--- src/rtl/register_bank.sv ---
// General-purpose/address register bank: 2**SelW registers of NBits, a shared
// function select applied to every register enabled by regsel, sticky wrap flags.
module register_bank #(
  parameter int NBits = 16,
  parameter int SelW  = 2
) (
  input  logic                  clk,
  input  logic                  rst_n,
  input  logic [2:0]            funsel,
  input  logic [(1<<SelW)-1:0]  regsel,
  input  logic [NBits-1:0]      i,
  input  logic                  wrap_clr,
  input  logic [SelW-1:0]       osel_a,
  input  logic [SelW-1:0]       osel_b,
  output logic [NBits-1:0]      oa,
  output logic [NBits-1:0]      ob,
  output logic                  zero_a,
  output logic [(1<<SelW)-1:0]  wrap
);

  localparam int NRegs = 1 << SelW;
  localparam int Half  = NBits / 2;

  typedef enum logic [2:0] {
    FN_CLR  = 3'b000,
    FN_LOAD = 3'b001,
    FN_DEC  = 3'b010,
    FN_INC  = 3'b011,
    FN_LDLO = 3'b100,
    FN_LDHI = 3'b101,
    FN_SHL  = 3'b110,
    FN_SHR  = 3'b111
  } fun_e;

  logic [NBits-1:0] r_regs [NRegs];
  logic [NRegs-1:0] r_wrap;

  logic [NBits-1:0] w_next [NRegs];
  logic [NRegs-1:0] w_wrap_ev;
  logic [NRegs-1:0] w_full_wr;
  logic [NRegs-1:0] w_wrap_next;
  fun_e             w_fun;

  assign w_fun = fun_e'(funsel);

  // Each enabled register computes only from its own current value.
  always_comb begin
    for (int k = 0; k < NRegs; k++) begin
      w_next[k]    = r_regs[k];
      w_wrap_ev[k] = 1'b0;
      w_full_wr[k] = 1'b0;
      if (regsel[k]) begin
        unique case (w_fun)
          FN_CLR: begin
            w_next[k]    = '0;
            w_full_wr[k] = 1'b1;
          end
          FN_LOAD: begin
            w_next[k]    = i;
            w_full_wr[k] = 1'b1;
          end
          FN_DEC: begin
            w_next[k]    = r_regs[k] - NBits'(1);
            w_wrap_ev[k] = (r_regs[k] == '0);
          end
          FN_INC: begin
            w_next[k]    = r_regs[k] + NBits'(1);
            w_wrap_ev[k] = (r_regs[k] == '1);
          end
          FN_LDLO: w_next[k] = {r_regs[k][NBits-1:Half], i[Half-1:0]};
          FN_LDHI: w_next[k] = {i[Half-1:0], r_regs[k][Half-1:0]};
          FN_SHL:  w_next[k] = {r_regs[k][NBits-2:0], 1'b0};
          FN_SHR:  w_next[k] = {1'b0, r_regs[k][NBits-1:1]};
          default: w_next[k] = r_regs[k];
        endcase
      end
    end
  end

  // A wrap event outranks every clearing source in the same cycle.
  always_comb begin
    for (int k = 0; k < NRegs; k++) begin
      if (w_wrap_ev[k])
        w_wrap_next[k] = 1'b1;
      else if (w_full_wr[k] || wrap_clr)
        w_wrap_next[k] = 1'b0;
      else
        w_wrap_next[k] = r_wrap[k];
    end
  end

  always_ff @(posedge clk or negedge rst_n) begin
    if (!rst_n) begin
      for (int k = 0; k < NRegs; k++) r_regs[k] <= '0;
      r_wrap <= '0;
    end else begin
      for (int k = 0; k < NRegs; k++) r_regs[k] <= w_next[k];
      r_wrap <= w_wrap_next;
    end
  end

  // Read ports show stored values only; a write becomes visible after its edge.
  assign oa     = r_regs[osel_a];
  assign ob     = r_regs[osel_b];
  assign zero_a = (oa == '0);
  assign wrap   = r_wrap;

endmodule

--- config.mk ---
export PLATFORM = sky130hd
export DESIGN_NAME = register_bank
export DESIGN_NICKNAME = d
export VERILOG_FILES = /design/src/rtl/register_bank.sv
export SDC_FILE = /design/constraint.sdc
export NUM_CORES = 1
export LEC_CHECK = 0
export CORE_MARGIN = 5
export CORE_UTILIZATION = 60
export DETAILED_ROUTE_END_ITERATION = 7
export GPL_ROUTABILITY_DRIVEN = 0
export PLACE_DENSITY_LB_ADDON = 0.1
export SYNTH_ARGS = -nofsm -noshare
export SYNTH_HDL_FRONTEND = slang
export SYNTH_SLANG_ARGS = --single-unit
--- constraint.sdc ---
create_clock -name clk -period 7.4 [get_ports clk]
set_input_delay 1.48 -clock clk [delete_from_list [all_inputs] [get_ports clk]]
set_output_delay 1.48 -clock clk [all_outputs]
set_load 0.1 [all_outputs]
Word-level counts from Yosys, hierarchy flattened
Index checks and enable logic that the tools add are counted.

word-level totals
  output and inout port bits = 37
  flip-flop bits (word level) = 68
  bits of input ports = 30
  logic and storage cells = 91

cells by class
  muxes and demuxes = 31
  $add $sub $neg = 8
  equal/unequal tests = 11
  reductions and logical operators = 23
  bitwise logic cells = 4
  $lt $le $gt $ge = 2

operators by type and width
  kind                     count
  $pmux W16 S8             4
  $logic_not A16 Y1        5
  $add A16 B1 Y16 const B  4
  $bmux W16 S2             2
  $eq A16 B16 Y1 const B   4
  $mux W16                 4
  $sub A16 B1 Y16 const B  4
  $mux W1                  17
  $reduce_and A2 Y1        8
  $eq A3 B3 Y1 const B     4
  $pmux W1 S2              4
  $reduce_bool A2 Y1       4
  $eq A3 B2 Y1 const B     2
  $ge A3 B3 Y1 const B     2
  $not A2 Y3               2
  $logic_or A1 B1 Y1       4
  $eq A3 B1 Y1 const B     1
  $logic_not A3 Y1         1
  $not A1 Y1               2
  $reduce_or A2 Y1         1

Logic depth before layout (Yosys ltp)
  word-level depth = 7
  gate-level depth with buffers = 12
  gate-level depth less buffers = 11

Least setup slack after synthesis
No wires, ideal clock.

  kind = input -> register
  start = input port funsel[1]
  end = register r_regs[47] (netlist name)
  setup slack = 1.551 ns
  cell stages on the path = 11
  arrival time = 5.780 ns
  setup time = 0.069 ns
  cell sequence = nor2b_1 clkbuf_1 nand2_1 ha_1 a21o_1 a21o_1 a2111oi_0 o21ai_0 xnor2_1 or3_1 nand3_1

on the way
  longest elaborated chain between the ends = 3
  elaborated cells between the ends (all ways) = 11
  those cells by class = eq/ne: 7; mux: 1; bitwise: 1; reduce/logical: 2

RTL lines
  element                                               line  RTL
  start: declaration                                    9     input logic [2:0] funsel,
  branches (longest 3 deep; another with $pmux W16 S8)  -
  end: declaration                                      35    logic [NBits-1:0] r_regs [NRegs];

Parallel ways; which one is timed is not known.
A chain may end at the register's enable or synchronous reset.

Worst setup path in the final report
  start = input port osel_b[0]
  end = output port ob[2]

on the way
  longest elaborated chain between the ends = 4

RTL lines
  element                                       line  RTL
  start: declaration                            14    input logic [SelW-1:0] osel_b,
  $not A2 Y3 (implied by the code)              104   assign ob = r_regs[osel_b];
  $bmux W16 S2                                  104
  $mux W16 (implied by the code) (2 in series)  104
  end: declaration                              16    output logic [NBits-1:0] ob,

Every way passes these cells. The select of a mux whose other input is x is not followed.

==> results.py <==
metrics = {
    "logic_synthesis": {
        "synth-edff-count": 0,
        "syn_inst": 946,
        "synthArstFlopShare_pct": 100,
        "synth-seq-area-share_pct": 20.8,
        "ys_types": 57,
        "synth_seq_cells": 68,
        "yosysWarnings": 0,
        "syn_area_per_cell_um2": 8.66,
        "synth_area_um2": 8190,
        "synth_nets": 1051,
        "ys.flop_type": "dfrtp_1",
    },
    "critical_path": {
        "critPathCapture": "ob[2]",
        "setup.worst_path.end_class": "output pin",
        "critPathArrivalTime_ps": 4340,
        "r2r_cells": 8,
        "cp_cell_sequence": "clkdlybuf4s50_1 > mux4_2 > clkdlybuf4s50_1",
        "rr_endpoint": "r_regs[9]",
        "startpoint": "osel_b[0]",
        "slowest_delay_ps": 1210,
        "critPathMaxFanout": 16,
        "cp-start-kind": "input pin",
        "r2r_start": "r_regs[2]",
        "cp.required_ps": 5920,
        "ff2ff_setup_slack_ps": 4450,
        "crit_type": "in2out",
        "cp_slowest_cell": "clkdlybuf4s50_1",
        "crit_top_cell": "clkdlybuf4s50_1",
    },
    "global_route": {
        "antenna_found_initial": 0,
        "overflow": 0,
        "grt_pass1_vias": 7964,
        "grt_util_all_layers_pct": 35.3,
        "grt_pass1_wl_um": 44500,
        "grt_max_degree": 84,
    },
    "sta": {
        "skew_ps": 8.69,
        "finalCritPeriodShare_pct": 78.7,
        "hold_slack_ps": 501,
        "setup_viol_count_final": 0,
        "relSlewSlack_pct": 24.9,
        "slew_viol_final": 0,
        "setup_tns_ps": 0,
        "worstMarginPinSlew_ps": 1120,
        "fin_crit_ps": 5820,
        "fmax_mhz": 172,
        "rsz0062_at_grt": "false",
        "finalHoldViolations": 0,
    },
    "detailed_routing": {
        "drtAntennaViolNets": 0,
        "num_vias": 8422,
        "initialDrtViolationCount": 1334,
        "wl_per_cell_um": 24.6,
        "drc": 4,
        "drtPass1Iterations": 8,
        "drt-total-wl_um": 28600,
        "viasPerCell": 7.26,
    },
    "power_and_ir_drop": {
        "p_int_w": 0.00167,
        "p_sw_w": 0.00200,
        "p_per_area_nw_per_um2": 400,
        "p_comb_share_pct": 65.9,
        "vdd_drop_max_mv": 0.282,
        "pwr-share-clk_pct": 10.9,
        "p_leak_nw": 3.89,
        "seqPwrFrac_pct": 23.2,
        "netSwitchingFraction_pct": 54.4,
    },
    "clock_network": {
        "cts_tree": "yes",
        "holdBufCountCts": 0,
        "post-cts-setup-buffer-count": 0,
        "post_cts_resized": 0,
        "numCtsBuffers": 9,
        "root_buffer": "clkbuf_16",
        "clk_latency_ps": 350,
        "cts_sinks": 68,
        "h-tree-depth": 3,
        "clockBufferDepth": 2,
        "clk_pin_slew_worst_paths_ps": 60,
    },
    "die": {
        "die_w_um": 127,
        "row_count": 42,
        "dieArea_um2": 16100,
        "start_util_pct": 61.6,
        "core-area_um2": 13300,
        "io_pins": 67,
        "die-height_um": 127,
    },
    "place": {
        "dp_hpwl_um": 19800,
        "port_buffers": 66,
    },
    "final_layout": {
        "diodes": 0,
        "nNetsFinal": 1086,
        "fin_util_pct": 69.0,
        "drive_gt1_share_pct": 9.04,
        "syn_to_final_growth_pct": 12.0,
        "n_fill_cell": 1099,
    },
    "hold_path": {
        "hold_class": "reg2reg",
    },
    "run_status": {
        "outcome": "finished with violations",
        "violations": "DRC",
    },
    "flow_run": {
        "cap_viol_max_count": 0,
    },
}
kinds of logic (layout without fill, tap and decap cells):
logic type / Yosys count / after routing / share of synthesized area, %
compound gates: 343 / 343 / 26.8
xor+xnor: 57 / 57 / 6.10
fa+ha+maj: 75 / 75 / 11.8
buf+inv: 65 / 103 / 3.16
flops: 68 / 68 / 20.8
mux: 96 / 96 / 17.1
simple gates: 242 / 242 / 14.3
synthesized netlist by cell type (all sizes together), types with 3 or more instances:
master / n / area [µm²]
nand2b: 5 / 31.3
inv: 17 / 63.8
a22o: 20 / 175
and3: 3 / 18.8
a22oi: 40 / 300
a211oi: 4 / 30.0
a21oi: 76 / 384
nand3b: 4 / 30.0
o21a: 6 / 45.0
a21o: 30 / 225
xnor2: 27 / 236
o21ai: 113 / 566
buf: 14 / 67.6
a222oi: 4 / 40.0
nor4: 21 / 131
a2111oi: 3 / 45.1
xor2: 30 / 263
o221ai: 6 / 52.6
nor2: 29 / 109
or3: 5 / 31.3
o21bai: 7 / 52.6
nor3: 14 / 70.1
nand2: 100 / 375
and2: 6 / 37.5
nand4: 25 / 156
mux4: 32 / 721
a31oi: 9 / 56.3
dfrtp: 68 / 1700
a221oi: 7 / 61.3
nand3: 16 / 80.1
nor2b: 9 / 56.3
ha: 71 / 888
mux2: 28 / 315
fa: 4 / 80.1
clkbuf: 34 / 128
mux2i: 36 / 360
worst max-delay path, delay by kind of cell:
family	cells	cell delay, ps
buffers and inverters	2	2200
multiplexers	1	650
power by group through the flow:
stage	clock, W	sequential (W)	combinational [W]
6_report	0.000399	0.000852	0.00242
3_3_place_gp	0	0.000831	0.00236
2_1_floorplan	0	0.000666	0.00193
5_1_grt	0.000416	0.000853	0.00261
3_5_place_dp	0	0.000831	0.00237
4_1_cts	0.000399	0.000823	0.00239
worst min-delay path by stage:
stage                     depth (start not counted)        from  slack, ps         end
after floorplan                                   2  r_regs[48]        550  r_regs[48]
after global placement                            2     wrap[3]        490     wrap[3]
after detailed placement                          2     wrap[0]        490     wrap[0]
after CTS                                         2     wrap[3]        510     wrap[3]
after global routing                              2     wrap[3]        530     wrap[3]
final                                             2     wrap[3]        500     wrap[3]
cells in the final DEF, fill, tap and decap left out, types with 6 or more instances in the layout:
master / n
o21ai_0: 112
nand2_1: 99
a21oi_1: 75
ha_1: 71
dfrtp_1: 68
clkdlybuf4s50_1: 62
a22oi_1: 40
mux2i_1: 36
mux4_2: 32
xor2_1: 30
a21o_1: 30
nor2_1: 28
mux2_2: 28
xnor2_1: 27
nand4_1: 25
nor4_1: 21
a22o_1: 20
inv_1: 17
nand3_1: 16
nor3_1: 14
nor2b_1: 9
a31oi_1: 9
clkbuf_16: 9
buf_4: 8
o21bai_1: 7
a221oi_1: 7
and2_1: 6
o21a_1: 6
o221ai_1: 6
flip-flops by register name (all words and copies together), names as in the netlist:
signal,count
wrap,4
r_regs,64
layer usage:
metal / track usage, % / up-vias / wire, µm
li1: - / 3742 / -
met4: 15.6 / 0 / 1460
met3: 8.53 / 132 / 3610
met1: 47.5 / 3974 / 10900
met2: 54.1 / 574 / 12600
met5: 0 / - / 0
final cells by class:
class / instances / area, µm² / area share, %
Multi-Input combinational cell: 813 / 6240 / 68.0
Sequential cell: 68 / 1700 / 18.6
Timing Repair Buffer: 72 / 691 / 7.53
Clock buffer: 11 / 243 / 2.65
Tap cell: 176 / 220 / 2.40
Inverter: 17 / 63.8 / 0.696
Clock inverter: 3 / 15.0 / 0.164
metrics by stage:
step	cell area [µm²]	power, W	std cells	setup WS (ps)
floorplan	8190	0.00260	946	1550
global placement	8910	0.00319	1146	1590
detailed placement	8910	0.00321	1146	1580
CTS	9170	0.00362	1160	1580
global route	9170	0.00388	1160	1500
finish	9170	0.00367	1160	1580
Note: power is estimated with default switching activity, not from simulation.
